--- src/rtl/fir_pkg.sv ---
// Shared types and constant helpers for the FirFilter output path.
// Covers the rounding mode encoding, the rounded width and the signed saturation limits.
package fir_pkg;

    typedef enum logic [1:0] {
        TRUNC      = 2'd0,
        HALF_UP    = 2'd1,
        CONVERGENT = 2'd2
    } round_mode_e;

    // One extra bit keeps the rounding carry from wrapping.
    function automatic int rnd_width(input int iw, input int sh);
        return iw - sh + 1;
    endfunction

    function automatic longint sat_max(input int ow);
        return (longint'(1) <<< (ow - 1)) - 1;
    endfunction

    function automatic longint sat_min(input int ow);
        return -(longint'(1) <<< (ow - 1));
    endfunction

endpackage

--- src/rtl/fir_round_sat.sv ---
// Combinational rounding (din -> o_rnd) and saturation (i_rnd -> o_dat/o_sat), split so a register can sit between.
// Zero latency, no flow control.
module fir_round_sat
    import fir_pkg::*;
#(
    parameter int INPUT_WIDTH  = 26,
    parameter int OUTPUT_WIDTH = 16,
    parameter int SHIFT        = 8,
    parameter int ROUND_MODE   = 2
) (
    input  logic [INPUT_WIDTH-1:0]                         i_din,
    output logic [rnd_width(INPUT_WIDTH, SHIFT)-1:0]       o_rnd,
    input  logic signed [rnd_width(INPUT_WIDTH, SHIFT)-1:0] i_rnd,
    output logic [OUTPUT_WIDTH-1:0]                        o_dat,
    output logic                                           o_sat
);
    localparam int XW = INPUT_WIDTH + 1;
    localparam logic [XW-1:0] HALF = XW'(1) << (SHIFT - 1);
    localparam longint MAXV = sat_max(OUTPUT_WIDTH);
    localparam longint MINV = sat_min(OUTPUT_WIDTH);

    logic [XW-1:0]    w_x;
    logic [XW-1:0]    w_sum;
    logic [SHIFT-1:0] w_unused_lsb;

    assign w_x = {i_din[INPUT_WIDTH-1], i_din};

    // Convergent adds half-minus-one plus the LSB that survives the shift, so ties land on even.
    always_comb begin
        w_sum = w_x;
        if (ROUND_MODE == int'(HALF_UP)) begin
            w_sum = w_x + HALF;
        end else if (ROUND_MODE == int'(CONVERGENT)) begin
            w_sum = w_x + HALF - XW'(1) + XW'(i_din[SHIFT]);
        end
    end

    assign o_rnd        = w_sum[XW-1:SHIFT];
    assign w_unused_lsb = w_sum[SHIFT-1:0];

    always_comb begin
        o_sat = 1'b0;
        o_dat = i_rnd[OUTPUT_WIDTH-1:0];
        if (longint'(i_rnd) > MAXV) begin
            o_sat = 1'b1;
            o_dat = OUTPUT_WIDTH'(MAXV);
        end else if (longint'(i_rnd) < MINV) begin
            o_sat = 1'b1;
            o_dat = OUTPUT_WIDTH'(MINV);
        end
    end

endmodule

--- src/rtl/fir_round_decim.sv ---
// Decimate, round and saturate the wide FirFilter output into a narrow registered stream with saturation monitoring.
// Latency 2 cycles from kept valid_in to valid_out; no backpressure, one sample per cycle accepted.
module fir_round_decim
    import fir_pkg::*;
#(
    parameter int INPUT_WIDTH   = 26,
    parameter int OUTPUT_WIDTH  = 16,
    parameter int SHIFT         = 8,
    parameter int DECIM         = 4,
    parameter int PHASE         = 0,
    parameter int ROUND_MODE    = 2,
    parameter int SAT_CNT_WIDTH = 16
) (
    input  logic                     clk,
    input  logic                     rst,
    input  logic                     valid_in,
    input  logic [INPUT_WIDTH-1:0]   din,
    input  logic                     sync,
    input  logic                     clr_flags,
    output logic                     valid_out,
    output logic [OUTPUT_WIDTH-1:0]  dout,
    output logic                     sat_flag,
    output logic [SAT_CNT_WIDTH-1:0] sat_count
);
    localparam int RW = rnd_width(INPUT_WIDTH, SHIFT);
    localparam int CW = (DECIM > 1) ? $clog2(DECIM) : 1;
    localparam logic [CW-1:0] PH   = CW'(PHASE);
    localparam logic [CW-1:0] LAST = CW'(DECIM - 1);
    localparam logic [SAT_CNT_WIDTH-1:0] CNT_MAX = '1;

    if (SHIFT < 1 || SHIFT > INPUT_WIDTH - OUTPUT_WIDTH) begin : g_bad_shift
        $error("fir_round_decim: SHIFT out of range");
    end
    if (DECIM < 1) begin : g_bad_decim
        $error("fir_round_decim: DECIM must be >= 1");
    end
    if (PHASE < 0 || PHASE > DECIM - 1) begin : g_bad_phase
        $error("fir_round_decim: PHASE out of range");
    end
    if (ROUND_MODE < 0 || ROUND_MODE > 2) begin : g_bad_mode
        $error("fir_round_decim: ROUND_MODE out of range");
    end

    logic [CW-1:0]              r_cnt;
    logic [CW-1:0]              w_cnt_cur;
    logic [CW-1:0]              w_cnt_nxt;
    logic                       w_keep;
    logic                       r_s1_vld;
    logic signed [RW-1:0]       r_s1_rnd;
    logic [RW-1:0]              w_rnd;
    logic [OUTPUT_WIDTH-1:0]    w_sat_dat;
    logic                       w_sat;
    logic                       w_sat_evt;
    logic                       r_vld_out;
    logic [OUTPUT_WIDTH-1:0]    r_dout;
    logic                       r_sat_flag;
    logic [SAT_CNT_WIDTH-1:0]   r_sat_count;

    // sync forces the current sample to phase 0 before the keep decision.
    always_comb begin
        w_cnt_cur = sync ? '0 : r_cnt;
        w_keep    = valid_in && (w_cnt_cur == PH);
        w_cnt_nxt = r_cnt;
        if (valid_in) begin
            w_cnt_nxt = (w_cnt_cur == LAST) ? '0 : w_cnt_cur + CW'(1);
        end else if (sync) begin
            w_cnt_nxt = '0;
        end
    end

    fir_round_sat #(
        .INPUT_WIDTH (INPUT_WIDTH),
        .OUTPUT_WIDTH(OUTPUT_WIDTH),
        .SHIFT       (SHIFT),
        .ROUND_MODE  (ROUND_MODE)
    ) u_round_sat (
        .i_din(din),
        .o_rnd(w_rnd),
        .i_rnd(r_s1_rnd),
        .o_dat(w_sat_dat),
        .o_sat(w_sat)
    );

    assign w_sat_evt = r_s1_vld && w_sat;

    always_ff @(posedge clk or negedge rst) begin
        if (!rst) begin
            r_cnt       <= '0;
            r_s1_vld    <= 1'b0;
            r_s1_rnd    <= '0;
            r_vld_out   <= 1'b0;
            r_dout      <= '0;
            r_sat_flag  <= 1'b0;
            r_sat_count <= '0;
        end else begin
            r_cnt     <= w_cnt_nxt;
            r_s1_vld  <= w_keep;
            r_vld_out <= r_s1_vld;
            if (w_keep) begin
                r_s1_rnd <= w_rnd;
            end
            if (r_s1_vld) begin
                r_dout <= w_sat_dat;
            end
            // A saturation event beats a simultaneous clear: it restarts the count at one.
            if (w_sat_evt) begin
                r_sat_flag <= 1'b1;
                if (clr_flags) begin
                    r_sat_count <= SAT_CNT_WIDTH'(1);
                end else if (r_sat_count != CNT_MAX) begin
                    r_sat_count <= r_sat_count + SAT_CNT_WIDTH'(1);
                end
            end else if (clr_flags) begin
                r_sat_flag  <= 1'b0;
                r_sat_count <= '0;
            end
        end
    end

    assign valid_out = r_vld_out;
    assign dout      = r_dout;
    assign sat_flag  = r_sat_flag;
    assign sat_count = r_sat_count;

endmodule

--- config.mk ---
export PLATFORM = sky130hd
export DESIGN_NAME = fir_round_decim
export DESIGN_NICKNAME = d
export VERILOG_FILES = /design/src/rtl/fir_pkg.sv /design/src/rtl/fir_round_sat.sv /design/src/rtl/fir_round_decim.sv
export SDC_FILE = /design/constraint.sdc
export NUM_CORES = 1
export LEC_CHECK = 0
export BUFFER_PORTS_ARGS = -buffer_cell sky130_fd_sc_hd__buf_4
export CORE_MARGIN = 2
export CORE_UTILIZATION = 58
export DETAILED_ROUTE_END_ITERATION = 6
export PLACE_DENSITY = 0.92
export SYNTH_ARGS = -nofsm -noshare
export SYNTH_HDL_FRONTEND = slang
export SYNTH_SLANG_ARGS = --single-unit
--- constraint.sdc ---
create_clock -name clk -period 4.3 [get_ports clk]
set_input_delay 0.86 -clock clk [delete_from_list [all_inputs] [get_ports clk]]
set_output_delay 0.86 -clock clk [all_outputs]
set_load 0.05 [all_outputs]
==> After elaboration in Yosys (flattened, before gate mapping) <==
Index checks and enable logic that the tools add are counted.
{ "totals": {"word_cells": 35, "latch_bits": 0, "out_inout_bits": 34, "in_bits": 31, "ram_bits": 0, "mem_bits_ro": 0, "ff_bits": 56, "mem_count": 0} }
{ "op_classes": {"eq_ne": 2, "n_reduce_logical": 6, "n_mux": 13, "magnitude_cmp": 2, "bitwise": 0, "div_mod_pow": 0, "n_shift": 0, "add_sub_neg": 5, "multipliers": 0} }
{ "ops": {"columns": ["cell", "count"], "rows": [
  ["16-bit 2-to-1 mux", 6],
  ["26-bit by 9-bit adder with 27-bit output, second input constant", 1],
  ["27-bit by 1-bit adder with 27-bit output", 1],
  ["27-bit by 1-bit subtractor with 27-bit output, second input constant", 1],
  ["19-bit by 16-bit > comparator with 1-bit output, second input constant", 1],
  ["19-bit by 16-bit < comparator with 1-bit output, second input constant", 1],
  ["16-bit by 1-bit adder with 16-bit output, second input constant", 1],
  ["16-bit inequality test, second input constant", 1],
  ["2-bit 2-to-1 mux", 3],
  ["1-bit 2-to-1 mux", 4],
  ["2-bit nonzero test", 2],
  ["2-bit by 1-bit adder with 2-bit output, second input constant", 1],
  ["2-bit == test, second input constant", 1],
  ["1-bit logical AND", 2],
  ["2-bit logical NOT", 1],
  ["2-bit AND reduction", 1]
]} }

==> Logic depth before layout (Yosys ltp) <==
Gate-level depths: netlist of the first run.
{ "logic_depth": {"word_depth": 6, "mapped_depth": 7, "depth_no_buf": 6} }

==> Modules after synthesis <==
Synthesis of the first run repeated with hierarchy kept, for this count alone.
{ "unflattened": {"cells_unflattened": 251, "area_unflattened_um2": 2895.3} }
{ "modules_own_cells": {"columns": ["module", "cells_each", "instances", "area_each_um2", "seq_area_each_um2"], "rows": [
  ["fir_round_decim", 184, 1, 2408.6, 1401.3],
  ["fir_round_sat", 67, 1, 486.7, 0.0]
]} }

==> Worst setup path after synthesis of the first run <==
No wires, ideal clock.
{ "synth_timing": {"path_kind": "input to register", "startpoint": "in sync", "endpoint": "reg r_s1_rnd[17]", "required_time_ns": 4.164, "arrival_ns": 1.891, "setup_time_ns": 0.136, "path_stages": 6, "n_path_buf": 2, "setup_slack_ns": 2.272, "path_cell_list": "nand2b_1 -> ha_1 -> nand2_1 -> clkbuf_1 -> clkbuf_1 -> o21ai_0"} }
{ "synth_via": {"elab_chain_len": 3} }
{ "synth_lines": {"columns": ["element", "line_no", "rtl"], "rows": [
  ["start, declared", "fir_round_decim.sv:18", "input logic sync,"],
  ["2-bit 2-to-1 mux", null, null],
  ["2-bit logical NOT", "fir_round_decim.sv:62", "w_keep = valid_in && (w_cnt_cur == PH);"],
  ["1-bit logical AND", "fir_round_decim.sv:62", null],
  ["end signal, assigned", "fir_round_decim.sv:100", "r_s1_rnd <= w_rnd;"],
  ["end, declared", "fir_round_decim.sv:49", "logic signed [RW-1:0] r_s1_rnd;"]
]} }
No other way between the ends.
A chain may end at the register's enable or synchronous reset.

==> Worst setup path after layout of the first run <==
{ "layout_timing": {"startpoint": "in sync", "endpoint": "reg r_s1_rnd[18]"} }
{ "layout_via": {"elab_chain_len": 3} }
{ "layout_lines": {"columns": ["element", "line_no", "rtl"], "rows": [
  ["2-bit 2-to-1 mux", null, null],
  ["2-bit logical NOT", "fir_round_decim.sv:62", null],
  ["1-bit logical AND", "fir_round_decim.sv:62", null],
  ["via w_keep", "fir_round_decim.sv:47", "logic w_keep;"]
]} }
The timed path passes the listed nets, and every way through them passes these cells.

==> key figures, run 1 <==
Outcome
  • Run status: finished clean

Worst hold path
  • Min-delay src: r_s1_rnd[11]
  • Worst Hold Depth: 2
  • HP Class: reg -> reg
  • Hold endpoint: r_s1_rnd[11]

Logic synthesis
  • Largest family of logic cells by synthesized area: simple AND/OR/NAND/NOR gates
  • XOR/XNOR share of the synthesized area: 8.81%
  • Syn_area_per_cell: 9.63 sq um
  • Simple-Gate Fraction of Synth Area: 23.4%
  • Syn Nets: 322
  • Compound-Gate Fraction of Synth Area: 12.4%
  • #FFs+latches synth: 56
  • Synth warn: 0
  • Multiplexer share of the synthesized area: 1.71%
  • Register area share after synthesis: approximately half
  • Netlist Area Pre-Place: roughly 2800 sq um
  • Post-Synthesis Cells: 289
  • Synth Area in Adders: less than 1%
  • Synth cell types: 45

Timing
  • Worst relative slew slack: 29.8%
  • Worst-Margin Slew: 1.05 ns
  • Fmax: 455 MHz
  • Tmin final: 2.20 ns
  • Final setup fails: 0
  • WHS: around 0.49 ns
  • Max-slew violation count: 0
  • RSZ-0062 raised after global routing: false
  • TNS Setup: 0 ns
  • Clk_skew: 0.00519 ns
  • Hold Fails Final Rpt: 0
  • Fin crit share: 51.1%

Clock tree
  • CTS resizes: 0
  • CTS Buf Count: 5
  • Hold Buf Count CTS: 0
  • Root buf cell: clkbuf_8
  • Worst-path clk slew: 0.10 ns
  • # H-tree levels: 2
  • CTS tree: built
  • Post-CTS setup buffers: 0
  • Clk sinks: 56
  • Clock latency on the worst-skew pair: 0.30 ns
  • CTS max path bufs: 2

Layout
  • Most frequent cells in the layout: buf_4 (64), dfrtp_1 (56), nor2_1 (44)
  • Commonest non-fill, non-tap cell in the layout: buf_4
  • Register Area: 1400 sq um
  • Ratio of cells with drive above 1 in the final layout: 26.1%
  • NumNets Final: ~380
  • Multi-input logic area: 1310 sq um
  • Filler cells: 350
  • # diodes: 0
  • Area grow syn2layout: 22.7%
  • Final core utilization: 73.3%

Place
  • GP Congestion: 0.810
  • Port Buffers: 64
  • DP HPWL: approximately 4100 um

Route
  • DRC violation count after routing: 0
  • 1st-iter DRT viols: 82
  • Routed wire length: roughly 5700 um
  • WL per Instance: 14.1 um
  • Final ANT Viol Nets: 0
  • Router iterations before antenna repair: 4
  • Via count: 2264
  • Via density: 5.62

Setup path
  • CP most frequent cell: nand2_1
  • Setup crit end kind: register
  • Max stage delay on crit path: 0.70 ns
  • Crit path arrival time: roughly 2.4 ns
  • Slowest CP cell: nand2_1
  • WS Path Type: in -> reg
  • Startpoint types: input pin
  • Crit path max fanout: 38
  • R2R Setup Slk: about 2.2 ns
  • Reg-to-Reg Start: r_s1_vld
  • RR Endpoint: sat_count[8]
  • Worst path cell trace: buf_4, nand2b_1, ha_1, nand2_1, inv_1, nand3_1, nand2_1
  • Crit path required time: about 4.5 ns
  • R2R depth: 4

GRT
  • Number of global-route vias before repair: 2193
  • Initial antenna violation count: 0
  • First-pass GRT wire length: just under 10000 um
  • Overflow after GRT: 0
  • GRT Util Overall: 23.5%
  • Pin count of the biggest net entering global routing: 57

Floorplan
  • Row cnt: 25
  • Die height: 73.3 um
  • Initial Util: 59.7%
  • Die ar.: 5370 sq um
  • I/O pin cnt: 65
  • Die X: 73.3 um
  • Placeable Area: 4660 sq um

Pwr
  • Leak: 1.48 nW
  • Reg power frac: 43.7%
  • Int Power: just over 1 mW
  • Max rail drop VDD: 264 uV
  • PwrDens: 470 nW/um^2
  • Sw Share: 37.1%
  • P_sw: 595 uW
  • Total power: 1.60 mW
  • Clock Power Share: 24.6%
  • Combinational share of power: 31.7%

Job
  • Max-Cap Viols: 0
## per-stage QoR
step                cell area, sq um  instances  worst slack (ns)
detailed placement              3290        396              1.77
floorplan                       2780        289              2.27
finish                          3410        403              2.10
global placement                3290        396              1.86
global route                    3410        403              1.87
CTS                             3410        403              2.10
## state kept, by name, indices dropped and copies added (netlist names)
register and cells:
dout 16, r_cnt 2, r_s1_rnd 19, r_s1_vld 1
sat_count 16, sat_flag 1, valid_out 1
## cells in the mapped netlist (all sizes together)
master | instances | area share (%)
dfrtp | 56 | 50
nor2 | 46 | 6.4
nand2 | 36 | 4.9
o21ai | 28 | 5.0
a21oi | 16 | 2.9
nand3 | 15 | 3.3
xor2 | 15 | 4.7
xnor2 | 13 | 4.1
clkbuf | 9 | 1.2
nand4 | 8 | 2.3
inv | 6 | 0.81
nor3 | 5 | 1.3
nand2b | 4 | 0.90
a31oi | 3 | 1.2
and3 | 3 | 0.90
and4 | 3 | 1.0
mux2 | 3 | 1.3
a2111oi | 2 | 1.3
a311oi | 2 | 0.63
buf | 2 | 0.45
ha | 2 | 0.90
nor4 | 2 | 0.90
or4 | 2 | 0.67
a211oi | 1 | 0.45
a22oi | 1 | 0.27
a31o | 1 | 0.31
and4b | 1 | 0.36
mux2i | 1 | 0.36
nor2b | 1 | 0.22
o41ai | 1 | 0.31
or2 | 1 | 0.22
## cell families (layout without fill, tap and decap cells)
family / count (synthesis) / after routing
muxes: 4 / 4
DFF: 56 / 56
adders and majority gates: 2 / 2
xor gates and xnor gates: 28 / 28
AOI/OAI and AO/OA: 55 / 55
buffers and inverters: 17 / 77
and+or+nand+nor: 127 / 127
## power by group through the flow
stage | Clock [mW] | Sequential [mW] | Combinational [mW]
6_report | 0.395 | 0.701 | 0.509
5_1_grt | 0.416 | 0.715 | 0.550
4_1_cts | 0.398 | 0.701 | 0.514
3_5_place_dp | 0 | 0.710 | 0.513
3_3_place_gp | 0 | 0.704 | 0.499
2_1_floorplan | 0 | 0.900 | 0.142
## critical path: cells and delay by family
kind | cells | cell delay [ns]
AND/OR/NAND/NOR | 4 | 1.05
buffers and inverters | 2 | 0.26
adder cells (fa/ha/maj) | 1 | 0.22
## layer usage
layer	GRT usage, %	wire [um]
met2	40.1	2890
met3	5.49	262
met1	28.7	2480
met5	0	0
met4	9.05	72
## worst max path at each step
stage          startpoint           end  slack [ns]
6_report             sync  r_s1_rnd[18]        2.10
5_1_grt              sync  r_s1_rnd[18]        1.87
4_1_cts              sync  r_s1_rnd[18]        2.10
3_5_place_dp         sync  r_s1_rnd[18]        1.77
3_3_place_gp         sync  r_s1_rnd[18]        1.86
2_1_floorplan        sync  r_s1_rnd[17]        2.27
## layout make-up
| type | instances | share of cell area (%) |
|---|---|---|
| repair buffers | 64 | 14.1 |
| well taps | 54 | 1.98 |
| inverters | 6 | 0.660 |
| flip-flops and latches | 56 | 41.0 |
| clock buffers | 5 | 2.02 |
| multi-input cells | 216 | 38.5 |
| clock inverters | 2 | 1.76 |
No activity file was read; power rests on OpenSTA's default activity.
==> run 2: changes to the inputs <==
Settings changed: ABC_AREA set to 1, CORE_UTILIZATION 58 to 54, PLACE_DENSITY 0.92 to 0.86.
Clock period 4.3 ns to 2.2 ns, I/O delays scaled along.
==> run 2 against run 1 <==
  * Routed wire length up 21%
  * Worst setup slack worse by 1.6 ns
  * Critical endpoint is now sat_count[13]
  * Highest routed layer unchanged
  * Critical path type is now reg -> reg
  * Critical path depth increased by 1
  * Global-route usage grew 0.60 points
  * Largest power group unchanged
==> key figures, run 2 <==
Outcome
  • Run status: finished clean

Setup path
  • Worst path cell trace: nand3_1, nand2_2, nand2_2, nand2_4, o21ai_4, inv_4, nand2_1, o21ai_1
  • Startpoint types: register
  • Max stage delay on crit path: 0.41 ns
  • CP most frequent cell: nand2_2
  • Crit path arrival time: 1.84 ns
  • Slowest CP cell: dfrtp_1
  • Setup crit end kind: register
  • Crit path max fanout: 16
  • Crit path required time: 2.40 ns
  • WS Path Type: reg -> reg

Clock tree
  • Root buf cell: clkbuf_8
  • CTS Buf Count: 5
  • Clk sinks: 56
  • Hold Buf Count CTS: 0
  • # H-tree levels: 2
  • CTS tree: built
  • CTS max path bufs: 2
  • Post-CTS setup buffers: 0
  • CTS resizes: 0
  • Worst-path clk slew: 0.10 ns
  • Clock latency on the worst-skew pair: 0.30 ns

Timing
  • RSZ-0062 raised after global routing: false
  • Fin worst setup slack: 0.551 ns
  • WHS: ~0.17 ns
  • Max-slew violation count: 0
  • Fmax: just over 600 MHz
  • Worst relative slew slack: 54.4%
  • TNS Setup: 0 ns
  • Fin crit share: between 70% and 80%
  • Hold Fails Final Rpt: 0
  • Final setup fails: 0
  • Tmin final: 1.65 ns
  • Worst-Margin Slew: a little under 0.7 ns
  • Clk_skew: between 0.006 and 0.007 ns

Logic synthesis
  • Post-synth top area cell: dfrtp_1
  • Area share of the largest cell type after synthesis: between 40 and 50%
  • Post-Synthesis Cells: ~400
  • Synth warn: 0
  • Synth cell types: 35
  • Syn Nets: 430
  • Post-synth top cells: nand2_1 (121), dfrtp_1 (56), nor2_1 (53)
  • #FFs+latches synth: 56
  • Register area share after synthesis: 46.9%
  • Post-synth top flop: dfrtp_1
  • Top cells by area, synth: dfrtp_1 (47%), nand2_1 (15%), nor2_1 (6.7%), nand3_1 (5.2%), inv_1 (4.0%)
  • Most frequent cell after synthesis: nand2_1
  • Post-synth EDFFs: 0
  • Netlist Area Pre-Place: 2990 sq um
  • Syn_area_per_cell: approximately 7.5 sq um
  • Asr flop ratio synth: 100%

Floorplan
  • Initial Util: 55.2%
  • Die ar.: 6140 sq um
  • I/O pin cnt: 65
  • Die X: 78.4 um
  • Placeable Area: approximately 5400 sq um
  • Row cnt: 27
  • Die height: 78.4 um

Place
  • Worst slack, placed: 0.539 ns
  • GP Congestion: a little under 1
  • DP HPWL: around 5300 um
  • Post-Place Cells: around 530
  • Port Buffers: 64

Layout
  • Finished Layout Cells: 536
  • Area grow syn2layout: 22.8%
  • Number of flip-flops in the largest register: 19
  • Commonest non-fill, non-tap cell in the layout: nand2_1
  • Ratio of cells with drive above 1 in the final layout: approximately a fifth
  • # diodes: 0
  • Most frequent cells in the layout: nand2_1 (121), buf_4 (69), dfrtp_1 (56)
  • Top reg by flops: r_s1_rnd
  • NumNets Final: 496

Route
  • Via count: 2859
  • Final ANT Viol Nets: 0
  • Met3 WL: 335 um
  • 1st-iter DRT viols: 175
  • Via density: ~5.3
  • Router iterations before antenna repair: 4
  • Routed wl met2: 3540 um
  • Routed wire length: 6910 um
  • WL per Instance: 12.9 um
  • Met1 WL: 2940 um
  • DRC violation count after routing: 0
  • Highest metal used: met4

Pwr
  • Reg power frac: 43.0%
  • Max rail drop VDD: 408 uV
  • Int Power: slightly below 2 mW
  • Combinational share of power: 33.9%
  • Leak: 1.77 nW
  • Total power: 3.10 mW
  • Sw Share: 37.7%
  • P_sw: 1.17 mW
  • Clock Power Share: 23.1%
  • PwrDens: 845 nW/um^2

GRT
  • Initial antenna violation count: 0
  • First-pass GRT wire length: approximately 12000 um
  • Overflow after GRT: 0
  • GRT Util Overall: between 20 and 25%
  • Number of global-route vias before repair: 2717
  • Pin count of the biggest net entering global routing: 57

Job
  • Max-Cap Viols: 0

Worst hold path
  • HP Class: in -> async
-- run 2: cell families after synthesis --
kind of cell | Yosys count | share of synthesized area [%]
compound gates | 56 | 10.9
xor+xnor | 4 | 1.17
fa+ha+maj | 2 | 0.838
buf+inv | 44 | 6.16
flops | 56 | 46.9
simple gates | 235 | 34.0
-- run 2: path summary, 6_finish.rpt --
path	start	endpoint	slack, ns	cells after the start
max reg2reg	r_s1_rnd[16]	sat_count[13]	0.55	8
max in group asynchronous	rst	r_cnt[1]	1.58	1
min in group clk	valid_in	r_cnt[0]	0.34	2
min	rst	sat_count[15]	0.17	1
max	r_s1_rnd[16]	sat_count[13]	0.55	8
min reg2reg	r_s1_rnd[6]	r_s1_rnd[6]	0.49	2
-- run 2: layer usage --
metal  global-route usage [%]  vias up
met2                     42.4       95
met1                     30.5     1324
met3                     3.10       13
li1                         -     1427
met5                        0        -
met4                     8.42        0
-- run 2: cell type report --
class                           instances  area, sq um
Sequential cell                        56         1400
Fill cell                             464         1740
Clock inverter                          1         30.0
Timing Repair Buffer                   69          518
Multi-Input combinational cell        297         1400
Clock buffer                            7         96.3
Inverter                               34          130
Tap cell                               72         90.1
-- run 2: stage by stage --
stage	cell area, sq um	utilization [%]
floorplan	2990	-
global placement	3540	65.5
detailed placement	3540	65.5
CTS	3670	67.8
global route	3670	67.8
finish	3670	67.8
-- run 2: power by group through the flow --
stage               sequential [mW]  combinational [mW]  clock, mW
floorplan                      1.72               0.321          0
global placement               1.34                1.03          0
detailed placement             1.35                1.05          0
CTS                            1.33                1.06      0.723
global route                   1.35                1.13      0.760
finish                         1.33                1.05      0.715
-- run 2: critical path, delay by kind of cell (launching register included) --
family,cells,cell delay [ns]
simple gates,5,0.65
flops,1,0.41
compound gates,2,0.33
buf+inv,1,0.14
==> run 3: changes to the inputs <==
Settings changed: CORE_UTILIZATION 54 to 49, PLACE_DENSITY 0.86 to 0.83.
Clock period 2.2 ns to 1.5 ns, I/O delays scaled along.
==> run 3 against run 2 <==
  * Critical path depth decreased by 1
  * Worst hold slack gained 0.0096 ns
  * Maximum frequency up 13%
  * First-iteration DRC count shrank 30%
  * Design area is 4.4% higher
  * Sequential share of layout area shrank 1.2 points
  * Non-clock buffer count rose by 13
  * Worst setup slack lost 0.51 ns
  * Flip-flop and latch count did not move
==> key figures, run 3 (synthesized netlist as in run 2, its figures left out) <==
Timing
  • Fmax: 683 MHz
  • Hold Fails Final Rpt: 0
  • Worst relative slew slack: between 70% and 80%
  • Max-slew violation count: 0
  • WHS: 0.179 ns
  • Tmin final: 1.46 ns
  • Fin crit share: 97.6%
  • RSZ-0062 raised after global routing: true
  • Final setup fails: 0
  • Worst-Margin Slew: ~0.4 ns
  • Clk_skew: 0.00934 ns

Layout
  • Filler cells: about 500
  • Commonest non-fill, non-tap cell in the layout: nand2_1
  • Top reg by flops: r_s1_rnd
  • # diodes: 0
  • Ratio of cells with drive above 1 in the final layout: a little over a quarter
  • Number of flip-flops in the largest register: 19
  • Most frequent cells in the layout: nand2_1 (119), buf_4 (80), nor2_1 (50)
  • NumNets Final: 510
  • Area grow syn2layout: 28.2%

Place
  • GP Congestion: roughly 0.89
  • Port Buffers: 64
  • DP HPWL: 5370 um

Clock tree
  • CTS max path bufs: 2
  • Root buf cell: clkbuf_8
  • Worst-path clk slew: 0.11 ns
  • Clock latency on the worst-skew pair: 0.31 ns
  • # H-tree levels: 2
  • CTS tree: built
  • CTS Buf Count: 5
  • Post-CTS setup buffers: 0
  • Clk sinks: 56

Route
  • Via count: 2913
  • DRC violation count after routing: 0
  • Router iterations before antenna repair: 4
  • WL per Instance: 12.7 um
  • Routed wire length: approximately 7000 um
  • Via density: 5.27
  • Final ANT Viol Nets: 0
  • 1st-iter DRT viols: approximately 120

GRT
  • Number of global-route vias before repair: 2772
  • Overflow after GRT: 0
  • GRT Util Overall: 22.1%
  • Initial antenna violation count: 0
  • First-pass GRT wire length: 11800 um
  • Pin count of the biggest net entering global routing: 35

Pwr
  • Max rail drop VDD: 626 uV
  • Total power: 4.44 mW
  • Leak: roughly 1.8 nW
  • PwrDens: 1160 nW/um^2

Floorplan
  • Die ar.: 6730 sq um
  • Placeable Area: 5920 sq um
  • Die height: between 80 and 90 um
  • Initial Util: about half
  • Row cnt: 28
  • Die X: between 80 and 90 um
  • I/O pin cnt: between 60 and 70

Setup path
  • R2R Setup Slk: roughly 0.036 ns
  • Crit path required time: 1.70 ns
  • Slowest CP cell: dfrtp_2
  • Crit path max fanout: 5
  • Startpoint types: register
  • WS Path Type: reg -> reg
  • CP delay by family, top: simple AND/OR/NAND/NOR gates
  • Sum of buffers and inverters on the critical path: 0
  • Worst path cell trace: nand2_1, nor2_1, nand3_1, nor2_1, nand3_1, nand3_1, nand2_1
  • Setup crit end kind: register
  • Max stage delay on crit path: 0.43 ns
  • CP most frequent cell: nand3_1
  • Crit path arrival time: 1.66 ns

Worst hold path
  • HP Class: in -> reg

Outcome
  • Run status: finished clean

Job
  • Max-Cap Viols: 0
==> run 3: final timing paths <==
path	endpoint	cells after the start	startpoint
hold reg to reg	r_s1_rnd[10]	2	r_s1_rnd[10]
max in group asynchronous	sat_count[7]	3	rst
hold / removal	r_cnt[0]	2	valid_in
setup reg to reg	sat_count[11]	7	sat_count[7]
min in group asynchronous	dout[1]	2	rst
setup / recovery	sat_count[11]	7	sat_count[7]
==> run 3: timing repair <==
item                                   in CTS  in global routing
resized for setup                           0                  8
hold buffers                                1                  0
endpoints found under the hold margin      22                  0
setup endpoints to repair                   0                 15
==> run 3: layer usage <==
layer / routed length (um) / GRT usage [%] / vias to the layer above
met5: 0 / 0 / -
met4: 61 / 6.83 / 0
met3: 404 / 3.19 / 6
met2: 3490 / 39.3 / 99
met1: 3070 / 27.7 / 1364
li1: - / - / 1444
==> run 3: through the flow <==
stage               instances  util, %  setup TNS, ns  cell area [sq um]  setup slack, ns
finish                    553     64.6              0               3830           0.0358
CTS                       552     64.1              0               3800           0.0132
detailed placement        543     62.3              0               3690           0.0136
global route              553     64.6         -0.368               3830          -0.0599
floorplan                 397        -         -0.741               3030          -0.0948
global placement          543     62.3              0               3690           0.0708
==> run 3: layout make-up <==
type / instances / area (sq um) / area share, %
timing repair inverter: 1 / 7.51 / 0.196
multi-input combinational: 297 / 1440 / 37.7
timing repair buffer: 82 / 631 / 16.5
inverter: 34 / 134 / 3.50
tap: 75 / 93.8 / 2.45
clock buffer: 6 / 82.6 / 2.16
sequential: 56 / 1420 / 37.0
clock inverter: 2 / 17.5 / 0.458
==> run 3: power breakdown <==
group / internal (mW) / switching (mW) / total, mW
clock network: 0.388 / 0.506 / 0.894
registers: 1.78 / 0.176 / 1.96
logic: 0.494 / 1.10 / 1.59
total: 2.66 / 1.78 / 4.44
